==> src/rtl/alu_pkg.sv <==
// alu_pkg: shared encodings for the ALU issue block.
package alu_pkg;
   localparam logic [1:0] SEL_CMP    = 2'b00;
   localparam logic [1:0] SEL_LOGIC  = 2'b01;
   localparam logic [1:0] SEL_ADDSUB = 2'b10;
   localparam logic [1:0] SEL_NONE   = 2'b11;
   localparam logic [1:0] SUB_EQ  = 2'b00;
   localparam logic [1:0] SUB_LT  = 2'b01;
   localparam logic [1:0] SUB_GT  = 2'b10;
   localparam logic [1:0] SUB_AND = 2'b00;
   localparam logic [1:0] SUB_OR  = 2'b01;
   localparam logic [1:0] SUB_NOT = 2'b10;
   localparam logic [1:0] SUB_ADD = 2'b00;
   localparam logic [1:0] SUB_SUB = 2'b01;
   localparam logic [1:0] SUB_BAD = 2'b11;
   typedef enum logic [1:0] {IDLE, ISSUE, CAPTURE, HOLD} state_t;
endpackage

==> src/rtl/alu_op_decode.sv <==
// alu_op_decode: splits an opcode into unit select and sub-op, flagging illegal codes.
module alu_op_decode
   import alu_pkg::*;
(
   input  logic [3:0] opcode_i,
   output logic [1:0] sel_o,
   output logic [1:0] sub_o,
   output logic       illegal_o
);
   assign sel_o     = opcode_i[3:2];
   assign sub_o     = opcode_i[1:0];
   assign illegal_o = (sel_o == SEL_NONE) || (sub_o == SUB_BAD) ||
                      (sel_o == SEL_ADDSUB && sub_o == 2'b10);
endmodule

==> src/rtl/alu_op_issue.sv <==
// alu_op_issue: accepts one instruction, drives the ALU mux, captures and holds the result.
module alu_op_issue
   import alu_pkg::*;
#(
   parameter int WIDTH = 8
) (
   input  logic             clk,
   input  logic             rst,
   input  logic             in_valid,
   output logic             in_ready,
   input  logic [3:0]       in_opcode,
   input  logic [WIDTH-1:0] in_a,
   input  logic [WIDTH-1:0] in_b,
   output logic [1:0]       ctrl,
   output logic [1:0]       sub_op,
   output logic [WIDTH-1:0] op_a,
   output logic [WIDTH-1:0] op_b,
   input  logic [WIDTH-1:0] s,
   output logic             out_valid,
   input  logic             out_ready,
   output logic [WIDTH-1:0] out_result,
   output logic             out_err,
   output logic [7:0]       op_count
);
   state_t           state_q;
   logic             in_ready_q, out_valid_q, out_err_q;
   logic [1:0]       ctrl_q, sub_op_q, sel, sub;
   logic [WIDTH-1:0] op_a_q, op_b_q, out_result_q;
   logic [7:0]       op_count_q;
   logic             illegal;

   alu_op_decode u_decode (
      .opcode_i  (in_opcode),
      .sel_o     (sel),
      .sub_o     (sub),
      .illegal_o (illegal)
   );

   // out_valid rises one edge after HOLD is entered, so the legal path spans three edges
   always_ff @(posedge clk) begin
      if (rst) begin
         state_q      <= IDLE;
         in_ready_q   <= 1'b1;
         ctrl_q       <= SEL_NONE;
         sub_op_q     <= SUB_EQ;
         op_a_q       <= '0;
         op_b_q       <= '0;
         out_valid_q  <= 1'b0;
         out_result_q <= '0;
         out_err_q    <= 1'b0;
         op_count_q   <= 8'd0;
      end else begin
         case (state_q)
            IDLE: if (in_valid) begin
               in_ready_q <= 1'b0;
               op_a_q     <= in_a;
               op_b_q     <= in_b;
               out_err_q  <= illegal;
               if (illegal) begin
                  out_result_q <= '0;
                  state_q      <= HOLD;
               end else begin
                  ctrl_q   <= sel;
                  sub_op_q <= sub;
                  state_q  <= ISSUE;
               end
            end
            ISSUE: state_q <= CAPTURE;
            CAPTURE: begin
               out_result_q <= s;
               out_err_q    <= 1'b0;
               op_count_q   <= op_count_q + 8'd1;
               ctrl_q       <= SEL_NONE;
               sub_op_q     <= SUB_EQ;
               state_q      <= HOLD;
            end
            HOLD: if (out_valid_q && out_ready) begin
               out_valid_q <= 1'b0;
               in_ready_q  <= 1'b1;
               state_q     <= IDLE;
            end else begin
               out_valid_q <= 1'b1;
            end
         endcase
      end
   end

   assign in_ready   = in_ready_q;
   assign ctrl       = ctrl_q;
   assign sub_op     = sub_op_q;
   assign op_a       = op_a_q;
   assign op_b       = op_b_q;
   assign out_valid  = out_valid_q;
   assign out_result = out_result_q;
   assign out_err    = out_err_q;
   assign op_count   = op_count_q;
endmodule

==> config.mk <==
export PLATFORM = sky130hd
export DESIGN_NAME = alu_op_issue
export DESIGN_NICKNAME = d
export VERILOG_FILES = /design/src/rtl/alu_pkg.sv /design/src/rtl/alu_op_decode.sv /design/src/rtl/alu_op_issue.sv
export SDC_FILE = /design/constraint.sdc
export NUM_CORES = 1
export LEC_CHECK = 0
export CAP_MARGIN = 25
export CORE_MARGIN = 2
export CORE_UTILIZATION = 50
export DETAILED_ROUTE_END_ITERATION = 10
export DONT_BUFFER_PORTS = 1
export MAX_ROUTING_LAYER = met4
export SETUP_SLACK_MARGIN = 0.4
export SLEW_MARGIN = 20
export SYNTH_ARGS = -nofsm -noshare
export SYNTH_HDL_FRONTEND = slang
export SYNTH_SLANG_ARGS = --single-unit
==> constraint.sdc <==
create_clock -name clk -period 2.11 [get_ports clk]
set_input_delay 0.211 -clock clk [delete_from_list [all_inputs] [get_ports clk]]
set_output_delay 0.211 -clock clk [all_outputs]
set_load 0.05 [all_outputs]
; ---- Yosys cells after proc, flatten, opt, wreduce, memory -nomap -nowiden
; Cells that the tools add are included.
[totals]
reg_bits = 41
latch_bits = 0
ram_bits = 0
mem_bits_ro = 0
elab_cells = 54
memories = 0
[classes]
addsub = 1
multipliers = 0
n_div = 0
order_cmp = 0
n_eq_ne = 11
n_shift = 0
n_mux = 19
n_bitwise = 0
n_reduce_logical = 13
[op_table]
columns = operator, n
row1 = two-way mux 8 bit, 2
row2 = case mux 8 bit (2 select lines), 1
row3 = two-way mux 2 bit, 7
row4 = "equality test 2 bit, second input constant", 6
row5 = AND reduction 3 bit, 3
row6 = "adder 8 x 1 -> 8 bit, second input constant", 1
row7 = "!= test 2 bit, second input constant", 4
row8 = case mux 2 bit (2 select lines), 2
row9 = case mux 2 bit (4 select lines), 1
row10 = AND reduction 2 bit, 3
row11 = two-way mux 1 bit, 4
row12 = case mux 1 bit (2 select lines), 2
row13 = nonzero test 2 bit, 2
row14 = "equality test 2 x 1 -> 1 bit, second input constant", 1
row15 = logical AND 1 bit, 2
row16 = zero test 2 bit, 1
row17 = logical OR 1 bit, 2

; ---- Depth between registers and ports, before layout
[logic_depth]
word_depth = 6
depth_mapped = 7
mapped_depth_nobuf = 5

; ---- Modules after synthesis
; Synthesis repeated with hierarchy kept, for this count alone.
[hier_totals]
hier_cells = 206
hier_area_um2 = 1750.4
[modules_own_cells]
columns = mod, instances, cells_per_inst, area_each_um2, seq_area_each_um2
row1 = alu_op_issue, 1, 199, 1707.9, 820.8
row2 = alu_op_decode, 1, 7, 42.5, 0.0

; ---- Worst setup path before layout
; OpenSTA, ideal clock, no wires.
[synth_path]
kind = register to register
startpoint = register op_count_q[0], in the netlist op_count[0]
endpoint = register op_count_q[6], in the netlist op_count[6]
setup_ps = 70
t_arrival_ps = 1496
path_slack_ps = 544
path_stages_with_launch = 5
n_path_buf = 0
cell_sequence = dfxtp_1 ha_1 nand3_1 or3_1 a21oi_1
[synth_between]
elab_chain_cells = 1
[synth_lines]
columns = element, line
row1 = "start, declared", alu_op_issue.sv:29  ; logic [7:0] op_count_q;
row2 = "start signal, assigned", alu_op_issue.sv:72  ; op_count_q <= op_count_q + 8'd1;
row3 = adder 8 x 1 -> 8 bit, alu_op_issue.sv:72
; No other way between the ends.
; A chain may end at the register's enable or synchronous reset.

; ---- Final worst setup path
[layout_path]
startpoint = register op_count_q[5], in the netlist op_count[5]
endpoint = register op_count_q[7], in the netlist op_count[7]
; Same word-level chain as after synthesis.

==> run metrics <==
Crit Path Category=flop to flop; Final Slew Violations=0; Clock Latency Late Sink=0.33 ns; Slowest cell on crit path=dfxtp_1; Via-to-Cell Ratio=5.60; Post-synth ARST share=0; CP max FO=4; required time worst endpoint=2.39 ns; leak pwr=0.000799 µW; Core Box Area=3420 µm²; gpl congestion=0.738; Comb power frac=0.299; Seq/Total Area, Yosys=0.451; Synth Area per Inst=8.47 µm²; Yosys top cell by area=dfxtp_1; Initial Utilization=0.533; min Tclk post-route=1.59 ns; P_sw=1180 µW; n_diodes=0; Clock Sinks=41; Final Skew=0.00722 ns; worst hold path type=input pin to flop; Routed Antenna Nets=0; Die Ht=64.3 µm; pin count of the biggest net entering global routing=37; # DRC=0; final setup fails=0; Setup WS pre-CTS=0.484 ns; CP Cell Sequence=nand3_1 -> or4_1 -> a21oi_1; DRT Pass-1 Iters=6; Rel. slew slack=0.628; hold depth=2; P&R area growth vs syn=19.5%; Top-Level Pins=71; drt initial violations=49; Top FF cell, synth=dfxtp_1; type of destination of the critical path=flop; DIE AREA=4140 µm²; DP HPWL=2760 µm; RSZ-0062 raised after global routing=false; syn nets=252; Stages on worst setup path=3; worst slew pin tran=0.558 ns; Post-Syn Instances=215; Final Hold Fails=0; total power=2580 µW; top-count cell post-synth=nand2_1; most area-consuming cells after synthesis=dfxtp_1, nand2_1, a21oi_1, o32ai_1, ha_1; Reg clk slew, reported paths=0.11 ns; PD cells=1180 nW/µm²; WP data arrival=1.87 ns; Clock Power Share=0.147; cell family with most CP delay=simple AND/OR/NAND/NOR gates; vias in the first global route=1499; CTS max path bufs=2; number of placement rows=21; switching share of power=0.460; Seq pwr share=0.554; status=finished clean; commonest cells in the netlist=nand2_1, dfxtp_1, a21oi_1; Setup TNS=0 ns; post-synthesis register bit count=41; warnings from Yosys=0; initial antenna violation count=0; final wirelength=3990 µm; Root Buffer Master=clkbuf_4; Max Cap Viol=0; fin nets=278; Int Pwr=1390 µW; fin crit share=0.755; Critical path buffers and inverters=0; routed len/inst=13.9 µm; global-route wire length before repair=6610 µm; CP max stage delay=0.68 ns; Post-synth EDFFs=0; Peak VDD IR=571 µV; CTS buffer count=5; PortBufs=0; gr usage total=0.209; grt ovf=0; Die X=64.3 µm; total number of vias=1606; critical path launch point type=flop; fmax=628 MHz; CTS tree=built; fraction of layout instances using a drive strength above 1=0.0954; share of the synthesized area in the top cell type=0.451; H-Tree Depth=2; Yosys cell types=50; post-route setup slack=0.518 ns; R2R cell count=3; synthesized cell area=1820 µm²
==> power by group through the flow <==
| stage | clock network (µW) | registers [µW] | logic, µW |
|---|---|---|---|
| after floorplan | 0 | 1470 | 523 |
| after global placement | 0 | 1440 | 696 |
| after detailed placement | 0 | 1450 | 727 |
| after CTS | 403 | 1430 | 769 |
| after global routing | 444 | 1450 | 869 |
| final | 378 | 1430 | 771 |
==> layer usage <==
metal | up-vias | routed length (µm) | GRT usage
met5 | - | 0 | -
met1 | 742 | 1670 | 0.210
met3 | 5 | 300 | 0.0792
li1 | 808 | - | -
met2 | 51 | 1970 | 0.371
met4 | 0 | 50 | 0.0691
==> logic make-up (layout without fill, tap and decap cells) <==
group | after synthesis | in the layout | share of synthesized area
muxes | 1 | 1 | 0.00550
adders and majority gates | 5 | 5 | 0.0344
and+or+nand+nor | 79 | 79 | 0.202
xor gates and xnor gates | 4 | 4 | 0.0192
buffers and inverters | 24 | 50 | 0.0536
AOI/OAI and AO/OA | 61 | 61 | 0.234
DFF | 41 | 41 | 0.451
==> metrics by stage <==
step                      utilization  instances  hold WS (ns)  instance area [µm²]
after floorplan                     -        215         0.347                 1820
after global placement          0.558        260         0.284                 1900
after detailed placement        0.558        260         0.285                 1900
after CTS                       0.629        285       0.00137                 2150
after global routing            0.637        287      0.000605                 2170
final                           0.637        287        0.0222                 2170
==> path summary, 6_finish.rpt <==
path | endpoint | from | slack, ns
max | op_count[7] | op_count[5] | 0.52
min | out_result[1] | s[1] | 0.02
max reg2reg | op_count[7] | op_count[5] | 0.52
min reg2reg | state_q[0] | state_q[0] | 0.56
==> cell usage in the layout (no fill, tap or decap), drive strengths merged, types with 2 or more instances in the layout <==
cell type | synthesis | routed
and2 | 2 | 2
a31oi | 2 | 2
clkbuf | 3 | 7
nor2 | 9 | 9
or2 | 2 | 2
nand2 | 44 | 44
dfxtp | 41 | 41
o211a | 2 | 2
a21oi | 23 | 23
a311oi | 2 | 2
or3 | 2 | 2
buf | 8 | 11
ha | 5 | 5
inv | 13 | 13
xor2 | 3 | 3
nand3 | 3 | 3
nor3 | 2 | 2
nor2b | 4 | 4
o32ai | 8 | 8
o211ai | 2 | 2
nand4 | 3 | 3
nand2b | 3 | 3
dlygate4sd3 | 0 | 19
o21ai | 5 | 5
==> cell type report <==
type,instances,area [µm²]
Fill cell,293,1240
Clock buffer,7,55.1
Multi-Input combinational cell,150,906
Tap cell,46,57.6
Timing Repair Buffer,30,285
Inverter,13,48.8
Sequential cell,41,822
==> worst reg2reg max path: cells and delay by family, from the launching register on <==
kind             cells  cell delay, ns
AND/OR/NAND/NOR      2            0.71
flip-flops           1            0.68
AO/OA/AOI/OAI        1            0.14
==> sequential cells by signal (all words and copies together) (netlist names) <==
register    cells
state_q         2
op_b            8
out_result      8
in_ready        1
out_err         1
op_a            8
sub_op          2
op_count        8
out_valid       1
ctrl            2
==> what timing repair did <==
item / CTS / global route
setup endpoints to repair: 0 / 10
buffers inserted: 0 / 0
resized for setup: 0 / 3
hold buffers: 18 / 2
hold endpoints to repair: 36 / 2
Power figures use the tool's default switching activity.
